==> config.mk <==
export PLATFORM = sky130hd
export DESIGN_NAME = trivium_lite_rx
export DESIGN_NICKNAME = d
export VERILOG_FILES = /design/src/rtl/trivium_lite_rx.sv
export SDC_FILE = /design/constraint.sdc
export NUM_CORES = 1
export LEC_CHECK = 0
export BUFFER_PORTS_ARGS = -buffer_cell sky130_fd_sc_hd__buf_4
export CORE_MARGIN = 2
export CORE_UTILIZATION = 35
export DETAILED_ROUTE_END_ITERATION = 16
export SYNTH_ARGS = -nofsm -noshare
export SYNTH_HDL_FRONTEND = slang
export SYNTH_SLANG_ARGS = --single-unit
export TNS_END_PERCENT = 30
==> constraint.sdc <==
create_clock -name clk -period 4.9 [get_ports clk]
set_input_delay 0.735 -clock clk [delete_from_list [all_inputs] [get_ports clk]]
set_output_delay 0.735 -clock clk [all_outputs]
set_load 0.05 [all_outputs]
==> src/rtl/trivium_lite_rx.sv <==
// ---------------------------------------------------------------------------
// trivium_lite_rx
//   Receive (decrypt) end of the trivium-lite byte link. A frame starts with
//   an 8-bit seed byte (in_sof) followed by ciphertext bytes. The block
//   regenerates the 3x16-bit keystream used by the transmitter and emits
//   plaintext = ciphertext ^ keystream byte.
//
// Parameters
//   WARMUP       keystream steps discarded after a seed load (0..255)
//   REJECT_SEED  when 1, seeds 8'h00 and 8'hFF are rejected
//
// Ports
//   clk        clock, all logic on the rising edge
//   rst        synchronous reset, active-high
//   in_data    seed or ciphertext byte
//   in_sof     in_data is the frame seed
//   in_eof     in_data is the last ciphertext byte of the frame
//   in_valid   input byte valid
//   in_ready   block can accept an input byte
//   out_data   plaintext byte
//   out_last   plaintext byte is the last of the frame
//   out_valid  plaintext valid
//   out_ready  consumer accepts the plaintext byte
//   busy       high in any state except IDLE
//   err        one-cycle pulse on a rejected seed or a dropped byte
// ---------------------------------------------------------------------------
module trivium_lite_rx #(
    parameter int unsigned WARMUP      = 16,
    parameter bit          REJECT_SEED = 1'b1
) (
    input  logic       clk,
    input  logic       rst,
    input  logic [7:0] in_data,
    input  logic       in_sof,
    input  logic       in_eof,
    input  logic       in_valid,
    output logic       in_ready,
    output logic [7:0] out_data,
    output logic       out_last,
    output logic       out_valid,
    input  logic       out_ready,
    output logic       busy,
    output logic       err
);

    typedef enum logic [2:0] {
        ST_IDLE,
        ST_WARM,
        ST_GEN,
        ST_WAIT_IN,
        ST_OUT
    } state_t;

    // Where a freshly loaded seed goes: straight to byte generation when
    // there is nothing to discard.
    localparam state_t     ST_AFTER_LOAD = (WARMUP == 0) ? ST_GEN : ST_WARM;
    localparam logic [7:0] WARM_LAST     = 8'(WARMUP - 1);

    state_t      r_state;
    logic [15:0] r_s1;
    logic [15:0] r_s2;
    logic [15:0] r_s3;
    logic [7:0]  r_ks;
    logic [7:0]  r_warm_cnt;
    logic [2:0]  r_bit_cnt;
    logic [7:0]  r_out_data;
    logic        r_out_last;
    logic        r_out_valid;
    logic        r_err;

    // One keystream step, computed from the current registers.
    logic        w_ks_bit;
    logic [15:0] w_s1_step;
    logic [15:0] w_s2_step;
    logic [15:0] w_s3_step;

    assign w_ks_bit  = r_s1[0] ^ r_s2[0] ^ r_s3[0];
    assign w_s1_step = {r_s1[14:0], r_s2[0] ^ r_s3[1]};
    assign w_s2_step = {r_s2[14:0], r_s3[3] ^ r_s1[1]};
    assign w_s3_step = {r_s3[14:0], r_s1[5] ^ r_s2[2]};

    // Seed expansion from the byte currently on in_data.
    logic [15:0] w_s1_seed;
    logic [15:0] w_s2_seed;
    logic [15:0] w_s3_seed;
    logic        w_seed_bad;

    assign w_s1_seed  = {in_data, in_data};
    assign w_s2_seed  = {in_data, ~in_data[3:0], in_data[7:4]};
    assign w_s3_seed  = {in_data, in_data ^ 8'hA5};
    assign w_seed_bad = REJECT_SEED && ((in_data == 8'h00) || (in_data == 8'hFF));

    // NOTE: every register below is assigned with <= so all updates in a
    // cycle see the pre-edge values; the keystream step depends on that.
    always_ff @(posedge clk) begin
        if (rst) begin
            r_state     <= ST_IDLE;
            r_s1        <= 16'h0001;
            r_s2        <= 16'h0002;
            r_s3        <= 16'h0003;
            r_ks        <= 8'h00;
            r_warm_cnt  <= 8'h00;
            r_bit_cnt   <= 3'd0;
            r_out_data  <= 8'h00;
            r_out_last  <= 1'b0;
            r_out_valid <= 1'b0;
            r_err       <= 1'b0;
        end else begin
            // err is a pulse: cleared every cycle unless an event re-asserts it.
            r_err <= 1'b0;

            case (r_state)
                ST_IDLE: begin
                    if (in_valid) begin
                        if (!in_sof || w_seed_bad) begin
                            // Payload outside a frame, or an unusable seed.
                            r_err <= 1'b1;
                        end else begin
                            r_s1       <= w_s1_seed;
                            r_s2       <= w_s2_seed;
                            r_s3       <= w_s3_seed;
                            r_warm_cnt <= 8'h00;
                            r_bit_cnt  <= 3'd0;
                            r_state    <= ST_AFTER_LOAD;
                        end
                    end
                end

                ST_WARM: begin
                    r_s1 <= w_s1_step;
                    r_s2 <= w_s2_step;
                    r_s3 <= w_s3_step;
                    if (r_warm_cnt == WARM_LAST) begin
                        r_warm_cnt <= 8'h00;
                        r_state    <= ST_GEN;
                    end else begin
                        r_warm_cnt <= r_warm_cnt + 8'h01;
                    end
                end

                ST_GEN: begin
                    r_s1      <= w_s1_step;
                    r_s2      <= w_s2_step;
                    r_s3      <= w_s3_step;
                    // First generated bit ends up in bit 7.
                    r_ks      <= {r_ks[6:0], w_ks_bit};
                    r_bit_cnt <= r_bit_cnt + 3'd1;
                    if (r_bit_cnt == 3'd7) begin
                        r_state <= ST_WAIT_IN;
                    end
                end

                ST_WAIT_IN: begin
                    if (in_valid) begin
                        if (in_sof) begin
                            // Resync: a new seed restarts the keystream.
                            if (w_seed_bad) begin
                                r_err   <= 1'b1;
                                r_state <= ST_IDLE;
                            end else begin
                                r_s1       <= w_s1_seed;
                                r_s2       <= w_s2_seed;
                                r_s3       <= w_s3_seed;
                                r_warm_cnt <= 8'h00;
                                r_bit_cnt  <= 3'd0;
                                r_state    <= ST_AFTER_LOAD;
                            end
                        end else begin
                            r_out_data  <= in_data ^ r_ks;
                            r_out_last  <= in_eof;
                            r_out_valid <= 1'b1;
                            r_state     <= ST_OUT;
                        end
                    end
                end

                ST_OUT: begin
                    // out_data/out_last are only written in WAIT_IN, so they
                    // stay stable while the consumer stalls.
                    if (out_ready) begin
                        r_out_valid <= 1'b0;
                        r_state     <= r_out_last ? ST_IDLE : ST_GEN;
                    end
                end

                default: begin
                    r_state <= ST_IDLE;
                end
            endcase
        end
    end

    assign in_ready  = (r_state == ST_IDLE) || (r_state == ST_WAIT_IN);
    assign busy      = (r_state != ST_IDLE);
    assign out_data  = r_out_data;
    assign out_last  = r_out_last;
    assign out_valid = r_out_valid;
    assign err       = r_err;

endmodule

* Word level (Yosys, flattened, before mapping)
Cells that the tools add are included.
** Storage, ports and cells
- Logic and storage cells :: 106
- Output and inout bits :: 13
- Flip-flop bits (word level) :: 46
** Operators by class
- Reductions and logical operators :: 18
- Add/subtract/negate cells :: 2
- Muxes and demuxes :: 51
- Equal/unequal tests :: 16
- Bitwise logic cells :: 8
** Operators by type and width (number)
- $mux W3 :: 17
- $mux W8 :: 6
- $mux W6 :: 5
- $pmux W8 S3 :: 1
- $reduce_and A6 Y1 :: 4
- $mux W4 :: 5
- $ne A2 B2 Y1 const B :: 9
- $pmux W3 S3 :: 2
- $pmux W6 S3 :: 1
- $pmux W3 S5 :: 1
- $pmux W4 S3 :: 1
- $reduce_bool A3 Y1 :: 4
- $mux W1 :: 9
- $add A8 B1 Y8 const B :: 1
- $eq A8 B4 Y1 const B :: 1
- $eq A8 B8 Y1 const B :: 1
- $logic_not A8 Y1 :: 1
- $xor A8 B8 Y8 :: 1
- $eq A3 B2 Y1 const B :: 2
- $eq A3 B3 Y1 const B :: 2
- $xor A1 B1 Y1 :: 5
- $pmux W1 S2 :: 2
- $reduce_and A4 Y1 :: 1
- $add A3 B1 Y3 const B :: 1
- 10 further kinds :: 12

* Logic depth before layout (Yosys ltp)
Gate-level depths: netlist of the first run.
- Depth in word-level cells :: 6
- Depth in mapped cells :: 7
- Mapped depth without buffers :: 6

* Worst setup path before layout of the first run
OpenSTA, ideal clock, no wires.
- Path type :: reg-to-output
- Start point :: reg r_state[0]
- End point :: out in_ready
- Required time :: 4.165 ns
- Cell stages (with the launch flop) :: 5
- Slack :: 2.683 ns
- Arrival time :: 1.482 ns
- Cells stage by stage :: dfxtp_1 > clkbuf_1 > nand2b_1 > nand2_1 > nor2_1
** On the way
- Word-level cells in the longest chain between the ends :: 2
** RTL lines
- start, declared :: RTL line 59 : state_t r_state;
- start signal, assigned :: RTL line 182 : r_state <= r_out_last ? ST_IDLE : ST_GEN;
- $eq A3 B2 Y1 or $logic_not A3 Y1 (tied branches) :: RTL line 193 : assign in_ready = (r_state == ST_IDLE) || (r_state == ST_WAIT_IN);
- $logic_or A1 B1 Y1 (*) :: RTL line 193
- end, declared :: RTL line 37 : output logic in_ready,
Every way passes the cells marked *; elsewhere a longest branch is shown, timed or not.

* Worst setup path in the final report of the first run
- Start point :: reg r_state[1]
- End point :: out in_ready
The elaborated chain is that of the path after synthesis.

==> Flow_metrics.wiki, run 1 <==
{| class="wikitable"
! Metric !! Value
|-
| Data required time of the critical path || 4.16 ns
|-
| Clk Latency, worst-skew pair || about 0.3 ns
|-
| Dominant cell by count in the synthesized netlist || sky130_fd_sc_hd__dfxtp_1
|-
| Area leader, netlist || sky130_fd_sc_hd__dfxtp_1
|-
| RSZ-0062 raised after global routing || no
|-
| Worst min-delay path category || register to register
|-
| Wirelength per Cell || between 10 and 15 um
|-
| Peak ir drop on the vdd network || between 0.0001 and 0.00015 V
|-
| Setup TNS || 0 ns
|-
| Post-CTS Hold Buffers || 0
|-
| H-tree depth || 2
|-
| Number of instances in the synthesized netlist || ~260
|-
| Setup slack at placement || approximately 2.4 ns
|-
| Half-perimeter wire length after detailed placement || around 3300 um
|-
| Worst Path Arrival || 1.68 ns
|-
| Number of synthesized flops with an enable pin || 0
|-
| Min cycle time layout || around 2.4 ns
|-
| Setup slack, reg-to-reg || roughly 2.8 ns
|-
| Area growth from synthesis to layout || 15.0%
|-
| Global placement routability congestion || 0.724
|-
| TritonCTS clock tree || done
|-
| Top cells by instance count after synthesis || sky130_fd_sc_hd__dfxtp_1, sky130_fd_sc_hd__nand2_1, sky130_fd_sc_hd__nor2_1
|-
| Most instantiated flip-flop cell in the synthesis netlist || sky130_fd_sc_hd__dfxtp_1
|-
| Routed WL || about 4800 um
|-
| Global-route wire length before repair || a little under 8000 um
|-
| Final worst slack || 2.49 ns
|-
| CP top delay family || flip-flops
|-
| Net count after synthesis || 279
|-
| Hold violation count in the final report || 0
|-
| Die height || 82.9 um
|-
| Critical-path cell with the highest stage delay || sky130_fd_sc_hd__dfxtp_1
|-
| DRC viols || 0
|-
| Status || complete, no violations
|-
| Critical path startpoint category || register
|-
| Area enclosed by the die boundary || between 0.006 and 0.007 sq mm
|-
| Via count of the first global-routing pass || 1633
|-
| Number of port buffers || 26
|-
| Fraction of final layout cells with drive strength greater than 1 || 0.156
|-
| Detailed-router iteration count before antenna repair || 4
|-
| Period Utilization, post-route || 0.492
|-
| Vias || 1893
|-
| Number of distinct standard cells referenced by the synthesized netlist || 44
|-
| Share of async-settable or async-resettable flops after synthesis || 0
|-
| Setup Viol. Count Final || 0
|-
| Top post-synthesis cells by area || sky130_fd_sc_hd__dfxtp_1, sky130_fd_sc_hd__nand2_1, sky130_fd_sc_hd__nor2_1
|-
| Post-Syn Area || 0.00218 sq mm
|-
| Crit path buffers/inverters || 1
|-
| Antenna violations before repair || 0
|-
| Number of cells upsized or downsized after cts || 0
|-
| Antenna cells || 0
|-
| Synthesis-stage register bit count || 46
|-
| DR vias/cell || 5.30
|-
| DRT antenna net count || 0
|-
| Core area || 0.00596 sq mm
|-
| # clock sinks || 46
|-
| Syn. warnings || 0
|-
| Number of max-cap violations || 0
|-
| Largest net degree at the start of global routing || 50
|-
| Fraction of the yosys area taken by sequential cells || 0.422
|-
| Chip width || 82.9 um
|-
| Number of primary I/O pins || 27
|-
| Critical path cell sequence || nand2b_1 > nand2_1 > nor2_1 > buf_4
|-
| Standard-cell row count || 28
|-
| Worst Path Max Fanout || 15
|-
| Worst Setup End Kind || primary output
|-
| Average size of a mapped cell || ~8.3 sq um
|-
| CP Class || register to primary output
|-
| Maximum buffer depth of the clock tree || 2
|-
| Fraction of post-synthesis cell area in the top cell type by area || 0.422
|-
| Transition time at the pin with the least slew margin || approximately 1.1 ns
|-
| Cell chosen for the clock root || sky130_fd_sc_hd__clkbuf_8
|-
| Post-CTS setup-driven buffer insertion count || 0
|-
| Clock edge transition at the registers on the reported setup and hold paths || around 0.08 ns
|-
| Final net count || ~300
|-
| Tot GR Track Use || 0.138
|-
| Starting utilization of the core area || 0.366
|-
| Remaining max-slew budget at the tightest pin || 0.247
|-
| Largest stage delay on the critical path || 0.60 ns
|-
| Peak clock frequency supported by timing || between 0.4 and 0.5 GHz
|-
| Leakage power total || between 0.0009 and 0.001 uW
|-
| DRC marker count from the first detailed-route iteration || 82
|-
| Remaining Overflow, GRT || 0
|-
| CTS buffer count || 5
|-
| Power density normalized to cell area || between 200 and 300 mW/mm^2
|-
| Fin Clk Skew || 0.00323 ns
|-
| Max-slew violation count || 0
|-
| Fill cells || 627
|}
==> final timing paths <==
path,start,end,depth (start not counted)
setup / recovery,r_state[1],in_ready,4
hold / removal,r_bit_cnt[2],r_bit_cnt[2],2
setup reg to reg,r_state[2],out_last,5
hold reg to reg,r_bit_cnt[2],r_bit_cnt[2],2
==> per-stage QoR <==
stage | util | instance area (sq um) | hold WS, ns | instances | total power [uW]
2_1_floorplan | - | 2180 | 0.449 | 262 | 461
3_3_place_gp | 0.403 | 2400 | 0.460 | 349 | 487
3_5_place_dp | 0.403 | 2400 | 0.472 | 349 | 488
4_1_cts | 0.421 | 2510 | 0.487 | 357 | 758
5_1_grt | 0.421 | 2510 | 0.507 | 357 | 782
6_report | 0.421 | 2510 | 0.481 | 357 | 747
==> flip-flops by register name, summed over array words and instances (netlist names) <==
signal and count:
r_warm_cnt 8, r_s3 4, out_valid 1, r_ks 8, out_data 8, r_s1 6, r_state 3, err 1
out_last 1, r_s2 3, r_bit_cnt 3
==> layout by cell type, fill, tap and decap left out, types with 6 or more instances in the layout <==
cell type,n
sky130_fd_sc_hd__dfxtp_1,46
sky130_fd_sc_hd__nand2_1,45
sky130_fd_sc_hd__nor2_1,28
sky130_fd_sc_hd__buf_4,26
sky130_fd_sc_hd__a21oi_1,17
sky130_fd_sc_hd__xnor2_1,11
sky130_fd_sc_hd__nor3_1,9
sky130_fd_sc_hd__a311oi_1,8
sky130_fd_sc_hd__a211oi_1,8
sky130_fd_sc_hd__clkbuf_8,8
sky130_fd_sc_hd__nor4_1,7
sky130_fd_sc_hd__nand3_1,6
==> logic make-up (layout without fill, tap and decap cells) <==
| logic type | count (synthesis) | after routing | synth area share |
|---|---|---|---|
| compound gates | 56 | 56 | 0.178 |
| fa+ha+maj | 3 | 3 | 0.0172 |
| flops | 46 | 46 | 0.422 |
| mux | 2 | 2 | 0.00975 |
| simple gates | 121 | 121 | 0.271 |
| buf+inv | 19 | 39 | 0.0413 |
| xor+xnor | 15 | 15 | 0.0602 |
==> where the power goes <==
group          switching [uW]  internal, uW
Combinational            50.0          31.6
Sequential               10.3           386
Clock                     127           143
Total                     187           560
==> layer usage <==
metal  vias to the layer above  GRT usage  routed length [um]
met1                       881      0.189                2370
met4                         0     0.0387                  51
met2                        30      0.210                2190
met5                         -          0                   0
li1                        976          -                   -
met3                         6     0.0437                 184
==> final cells by class <==
cell class	count	area (sq um)	share of cell area
repair buffers	26	195	0.0778
multi-input cells	197	1170	0.466
clock buffers	8	110	0.0439
flip-flops and latches	46	921	0.367
inverters	5	18.8	0.00748
well taps	75	93.8	0.0374
==> worst reg2reg max path: stages (launching register included) <==
cell	delay, ns
sky130_fd_sc_hd__dfxtp_1	0.44
sky130_fd_sc_hd__inv_1	0.22
sky130_fd_sc_hd__nand2_1	0.11
sky130_fd_sc_hd__nor3_2	0.90
sky130_fd_sc_hd__mux2i_1	0.27
sky130_fd_sc_hd__nor2_1	0.05
Power figures use the tool's default switching activity.
==> run 2: changes to the inputs <==
Settings changed: ABC_AREA set to 1.
Clock period 4.9 ns to 2.31 ns, I/O delays scaled along.
==> run 2 against run 1 <==
  * Sequential share of layout area is 0.81 points lower
  * Total power grew to 3.8 times the previous value
  * Via count is 5.8% higher
  * Wire length is 0.86% higher
  * Sequential cell count stayed put
  * Synthesized cell count is 19% higher
  * Sequential power grew to 2.8 times the previous value
  * Register-to-register slack worse by 2.2 ns
  * Critical endpoint is now out_last
  * Largest cell class unchanged
==> Flow_metrics.wiki, run 2 <==
{| class="wikitable"
! Metric !! Value
|-
| Status || complete, no violations
|-
| Number of port buffers || 26
|-
| Chip width || 84.1 um
|-
| Global placement routability congestion || 0.846
|-
| Hold violation count in the final report || 0
|-
| Area enclosed by the die boundary || between 0.007 and 0.008 sq mm
|-
| Most instantiated flip-flop cell in the synthesis netlist || sky130_fd_sc_hd__dfxtp_1
|-
| Area growth from synthesis to layout || 14.1%
|-
| Hold slack || around 0.22 ns
|-
| Clock edge transition at the registers on the reported setup and hold paths || 0.09 ns
|-
| Final net count || 355
|-
| Footprint of the multi-input gates || between 0.001 and 0.0015 sq mm
|-
| Setup slack at placement || 0.546 ns
|-
| Area occupied by registers || ~920 sq um
|-
| Number of distinct standard cells referenced by the synthesized netlist || 29
|-
| Fraction of final layout cells with drive strength greater than 1 || 0.180
|-
| Placed Cells || around 410
|-
| Number of standard cells in the layout, taps in and fillers out || 416
|-
| Number of cells upsized or downsized after cts || 0
|-
| Half-perimeter wire length after detailed placement || 3560 um
|-
| Share of async-settable or async-resettable flops after synthesis || 0
|-
| Final worst slack || 0.573 ns
|-
| Data required time of the critical path || 2.51 ns
|-
| Critical path startpoint category || register
|-
| Routed WL || a little under 5000 um
|-
| Wirelength per Cell || approximately 12 um
|-
| TritonCTS clock tree || done
|-
| Leading cell type in the layout, fill and taps excluded || sky130_fd_sc_hd__nand2_1
|-
| Largest net degree at the start of global routing || 25
|-
| Hold Crit Depth || 2
|-
| Fraction of post-synthesis cell area in the top cell type by area || 0.410
|-
| Vias || 2002
|-
| Worst Setup End Kind || register
|-
| Starting utilization of the core area || 0.358
|-
| Setup TNS || 0 ns
|-
| Synthesis-stage register bit count || 46
|-
| Detailed-router iteration count before antenna repair || 5
|-
| RSZ-0062 raised after global routing || no
|-
| DRC viols || 0
|-
| Min cycle time layout || 1.74 ns
|-
| End of the worst hold path || out_valid
|-
| Number of primary I/O pins || 27
|-
| Antenna cells || 0
|-
| Transition time at the pin with the least slew margin || ~0.55 ns
|-
| Top post-synthesis cells by area || sky130_fd_sc_hd__dfxtp_1, sky130_fd_sc_hd__nand2_1, sky130_fd_sc_hd__nor2_1
|-
| Remaining max-slew budget at the tightest pin || 0.633
|-
| Dominant cell by count in the synthesized netlist || sky130_fd_sc_hd__nand2_1
|-
| H-tree depth || 2
|-
| Crit Reg-Reg Startpoint || r_state[0]
|-
| CP Class || register to register
|-
| Setup Viol. Count Final || 0
|-
| Worst Path Max Fanout || 18
|-
| Number of instances in the synthesized netlist || 313
|-
| Die height || approximately 84 um
|-
| Core area || between 0.006 and 0.007 sq mm
|-
| Area leader, netlist || sky130_fd_sc_hd__dfxtp_1
|-
| Peak clock frequency supported by timing || 0.576 GHz
|-
| Fin Clk Skew || 0.00796 ns
|-
| Origin of the worst min-delay path || out_ready
|-
| Number of max-cap violations || 0
|-
| # clock sinks || 46
|-
| Power density normalized to cell area || 1100 mW/mm^2
|-
| Fill cells || about 670
|-
| Setup slack, reg-to-reg || 0.57 ns
|-
| Tot GR Track Use || 0.143
|-
| Remaining Overflow, GRT || 0
|-
| Cell chosen for the clock root || sky130_fd_sc_hd__clkbuf_8
|-
| Max-slew violation count || 0
|-
| Fraction of the yosys area taken by sequential cells || 0.410
|-
| CTS buffer count || 5
|-
| Peak ir drop on the vdd network || 0.000500 V
|-
| Clk Latency, worst-skew pair || 0.30 ns
|-
| Cell depth of the worst flop-to-flop path || 7
|-
| Post-Syn Area || 0.00225 sq mm
|-
| Crit Reg-Reg Endpoint || out_last
|-
| Worst Path Arrival || just under 2 ns
|-
| Antenna violations before repair || 0
|-
| Worst min-delay path category || primary input to register
|-
| Top library cells by usage in the layout, fill and taps aside || sky130_fd_sc_hd__nand2_1, sky130_fd_sc_hd__dfxtp_1, sky130_fd_sc_hd__nor2_1, sky130_fd_sc_hd__buf_4
|-
| DR vias/cell || approximately 4.8
|-
| Top cells by instance count after synthesis || sky130_fd_sc_hd__nand2_1, sky130_fd_sc_hd__dfxtp_1, sky130_fd_sc_hd__nor2_1
|-
| Syn. warnings || 0
|-
| Standard-cell row count || 29
|-
| Via count of the first global-routing pass || 1842
|-
| Period Utilization, post-route || 0.752
|-
| Net count after synthesis || 330
|-
| Post-CTS setup-driven buffer insertion count || 0
|-
| Global-route wire length before repair || 8270 um
|-
| DRT antenna net count || 0
|-
| Post-CTS Hold Buffers || 0
|-
| Average size of a mapped cell || just over 7 sq um
|-
| Number of synthesized flops with an enable pin || 0
|-
| DRC marker count from the first detailed-route iteration || ~110
|-
| Leakage power total || approximately 0.0011 uW
|-
| Maximum buffer depth of the clock tree || 2
|}
run 2: changes by cell type after synthesis, sizes merged, moves of 8 or more:
cell	delta
o21ai	+29
inv	+20
a311oi	-8
nand3	+12
a21oi	+11
nor3	-10
clkbuf	-8
a211oi	-8
nand2	+30
nor2	+20
run 2: layer usage:
layer | global-route usage | wire length [um] | part of all wire | vias up
met3 | 0.0415 | 193 | 0.040 | 5
met5 | 0 | 0 | 0 | -
met4 | 0.0381 | 44 | 0.0091 | 0
li1 | - | - | - | 1061
met1 | 0.189 | 2310 | 0.48 | 899
met2 | 0.228 | 2280 | 0.47 | 37
run 2: critical path, cell delays in order (launching register included):
cell	delay [ns]
sky130_fd_sc_hd__dfxtp_1	0.48
sky130_fd_sc_hd__nand3_1	0.18
sky130_fd_sc_hd__nor2_1	0.11
sky130_fd_sc_hd__inv_1	0.06
sky130_fd_sc_hd__nor2_2	0.43
sky130_fd_sc_hd__inv_1	0.14
sky130_fd_sc_hd__o21ai_0	0.18
sky130_fd_sc_hd__a21oi_1	0.05
run 2: how the worst max path moves through the flow:
stage                    start       endpoint  slack [ns]  cells after the start
floorplan           r_state[0]        r_s1[0]        0.47                     12
global placement    in_data[5]        r_s3[2]        0.57                     10
CTS                 r_state[0]       out_last        0.57                      7
finish              r_state[0]       out_last        0.57                      7
detailed placement  in_data[5]  r_warm_cnt[4]        0.55                      8
global route        r_state[0]       out_last        0.24                      7
run 2: metrics by stage:
step	area, sq um	util	total power (uW)
2_1_floorplan	2250	-	2120
3_3_place_gp	2480	0.395	2320
3_5_place_dp	2480	0.395	2330
4_1_cts	2560	0.409	2840
5_1_grt	2560	0.409	3040
6_report	2560	0.409	2810
run 2: cell families (layout without fill, tap and decap cells):
family | after synthesis | in the layout | synth area share
compound gates | 64 | 64 | 0.150
xor+xnor | 13 | 13 | 0.0507
fa+ha+maj | 3 | 3 | 0.0167
buf+inv | 35 | 61 | 0.0779
flops | 46 | 46 | 0.410
simple gates | 152 | 152 | 0.295
run 2: layout make-up:
class	count	share of cell area
clock buffers	5	0.0268
clock inverters	3	0.00732
inverters	25	0.0385
multi-input cells	232	0.449
flip-flops and latches	46	0.359
well taps	77	0.0376
repair buffers	28	0.0820
run 2: power by group:
part | switching (uW) | total, uW | internal, uW
Sequential | 155 | 1120 | 967
Combinational | 789 | 1190 | 403
Clock | 288 | 501 | 214
==> run 3: changes to the inputs <==
Clock period 2.31 ns to 1.5 ns, I/O delays scaled along.
==> run 3 against run 2 <==
  * Wire length up 7.6%
  * Combinational power up 100%
  * Global-route usage up 0.87 points
  * Non-clock buffer count up 30
  * Cell area up 16%
  * Highest routed layer unchanged
  * Largest cell class unchanged
  * Sequential cell count unchanged
==> Flow_metrics.wiki, run 3 (same netlist as run 2, synthesis figures left out) <==
{| class="wikitable"
! Metric !! Value
|-
| Area occupied by registers || 930 sq um
|-
| H-tree depth || 2
|-
| Crit Reg-Reg Startpoint || r_state[1]
|-
| DRC marker count from the first detailed-route iteration || 49
|-
| Transition time at the pin with the least slew margin || 0.414 ns
|-
| Antenna cells || 0
|-
| End of the worst hold path || out_valid
|-
| Placement Cell Area || ~0.0028 sq mm
|-
| RSZ-0062 raised after global routing || yes
|-
| Tot GR Track Use || 0.151
|-
| Leakage power total || between 0.001 and 0.0015 uW
|-
| Starting utilization of the core area || 0.358
|-
| Half-perimeter wire length after detailed placement || 3690 um
|-
| Area enclosed by the die boundary || approximately 0.0071 sq mm
|-
| Fin Clk Skew || between 0.006 and 0.007 ns
|-
| Antenna violations before repair || 0
|-
| CTS buffer count || 5
|-
| Register share of total power || 0.350
|-
| Hold Crit Depth || 2
|-
| DRC viols || 0
|-
| Wirelength per Cell || 11.6 um
|-
| TritonCTS clock tree || done
|-
| Peak ir drop on the vdd network || 0.00144 V
|-
| Utilization after layout || 0.474
|-
| Total power draw || 4990 uW
|-
| Leading cell type in the layout, fill and taps excluded || sky130_fd_sc_hd__nand2_1
|-
| Worst Setup End Kind || register
|-
| Status || complete, no violations
|-
| Fraction of power spent switching nets || 0.433
|-
| Worst Path Arrival || ~1.7 ns
|-
| Global-route wire length before repair || 8890 um
|-
| Data required time of the critical path || 1.71 ns
|-
| Setup TNS || 0 ns
|-
| Footprint of the multi-input gates || 0.00125 sq mm
|-
| Number of port buffers || 26
|-
| DR vias/cell || 4.91
|-
| Internal || 2830 uW
|-
| DRT antenna net count || 0
|-
| Detailed-router iteration count before antenna repair || 4
|-
| Maximum buffer depth of the clock tree || 2
|-
| Combinational share of power || 0.482
|-
| Peak clock frequency supported by timing || 0.677 GHz
|-
| Area growth from synthesis to layout || 32.4%
|-
| Final net count || 387
|-
| Fraction of final layout cells with drive strength greater than 1 || 0.305
|-
| Clock edge transition at the registers on the reported setup and hold paths || 0.10 ns
|-
| Top library cells by usage in the layout, fill and taps aside || sky130_fd_sc_hd__nand2_1, sky130_fd_sc_hd__buf_4, sky130_fd_sc_hd__dfxtp_1, sky130_fd_sc_hd__nor2_1, sky130_fd_sc_hd__a21oi_1
|-
| Core area || 0.00628 sq mm
|-
| Cell area after layout || 0.00298 sq mm
|-
| Die height || 84.1 um
|-
| Fill cells || 632
|-
| Standard-cell row count || 29
|-
| Period Utilization, post-route || 0.984
|-
| Power density normalized to cell area || between 1500 and 2000 mW/mm^2
|-
| Setup slack, reg-to-reg || approximately 0.024 ns
|-
| Routed WL || roughly 5200 um
|-
| Worst Path Max Fanout || 8
|-
| Cell chosen for the clock root || sky130_fd_sc_hd__clkbuf_8
|-
| Post-CTS Hold Buffers || 0
|-
| Worst min-delay path category || primary input to register
|-
| Global placement routability congestion || 0.887
|-
| Max-slew violation count || 0
|-
| Largest net degree at the start of global routing || 29
|-
| Critical path startpoint category || register
|-
| CP Class || register to register
|-
| Cell depth of the worst flop-to-flop path || 11
|-
| Crit Reg-Reg Endpoint || r_s3[2]
|-
| Via count of the first global-routing pass || just over 2000
|-
| Number of max-cap violations || 0
|-
| Clock share of power || 0.168
|-
| Min cycle time layout || 1.48 ns
|-
| Hold violation count in the final report || 0
|-
| Switching power summed over all nets || 2160 uW
|-
| Remaining Overflow, GRT || 0
|-
| Final worst slack || 0.0239 ns
|-
| Vias || about 2200
|-
| Clk Latency, worst-skew pair || 0.31 ns
|-
| Remaining max-slew budget at the tightest pin || 0.721
|-
| Number of primary I/O pins || 27
|-
| # clock sinks || between 40 and 50
|-
| Chip width || 84.1 um
|-
| Setup Viol. Count Final || 0
|-
| Origin of the worst min-delay path || out_ready
|-
| Setup slack at placement || -0.109 ns
|}
-- run 3: changes by cell type in the layout (fill, tap and decap cells not counted), sizes merged --
cell,delta
buf,+30
inv,+1
nand2,+1
-- run 3: power groups by stage --
stage / clock [uW] / sequential (uW) / combinational, uW
2_1_floorplan: 0 / 1740 / 1640
3_3_place_gp: 0 / 1740 / 2180
3_5_place_dp: 0 / 1740 / 2180
4_1_cts: 859 / 1730 / 2250
5_1_grt: 900 / 1780 / 2660
6_report: 838 / 1750 / 2400
-- run 3: layer usage --
metal | global-route usage | vias to the layer above | share of wire
li1 | - | 1136 | -
met1 | 0.205 | 1011 | 0.49
met2 | 0.239 | 41 | 0.46
met3 | 0.0297 | 13 | 0.030
met4 | 0.0572 | 0 | 0.020
met5 | 0 | - | 0
-- run 3: area by class of cell --
type | count | area share
multi-input combinational | 233 | 0.421
timing repair buffer | 58 | 0.161
inverter | 25 | 0.0374
tap | 77 | 0.0324
timing repair inverter | 1 | 0.00294
clock inverter | 3 | 0.00967
sequential | 46 | 0.312
clock buffer | 5 | 0.0231
-- run 3: worst max-delay path: stages (launching register included) --
cell and delay (ns):
sky130_fd_sc_hd__dfxtp_4 0.41, sky130_fd_sc_hd__inv_4 0.05, sky130_fd_sc_hd__nand3_4 0.11, sky130_fd_sc_hd__nand2_8 0.06, sky130_fd_sc_hd__nand2_4 0.08, sky130_fd_sc_hd__nand2_4 0.05
sky130_fd_sc_hd__a21oi_4 0.21, sky130_fd_sc_hd__nand2_4 0.16, sky130_fd_sc_hd__clkinv_8 0.11, sky130_fd_sc_hd__nand2_2 0.04, sky130_fd_sc_hd__nand2_1 0.05, sky130_fd_sc_hd__nor2_1 0.03
-- run 3: metrics by stage --
| stage | instances | hold slack, ns |
|---|---|---|
| final | 448 | 0.0864 |
| after global routing | 448 | 0.0988 |
| after CTS | 444 | 0.0833 |
| after detailed placement | 435 | 0.417 |
| after global placement | 435 | 0.413 |
| after floorplan | 313 | 0.294 |
-- run 3: worst max-delay path by stage --
stage / slack, ns / depth (start not counted) / from / to
2_1_floorplan: -0.09 / 11 / r_state[0] / r_s3[0]
3_3_place_gp: -0.11 / 11 / r_state[2] / r_s3[2]
3_5_place_dp: -0.11 / 9 / in_data[6] / r_s1[1]
4_1_cts: -0.007 / 11 / r_state[1] / r_s3[2]
5_1_grt: -0.04 / 11 / r_state[1] / r_s3[2]
6_report: 0.02 / 11 / r_state[1] / r_s3[2]
-- run 3: repair_timing --
item	4_1_cts	5_1_grt
endpoints found under the setup margin	22	19
cloned	1	1
buffers inserted	0	3
resized for setup	6	21
pin swaps	1	6
hold endpoints to repair	0	0
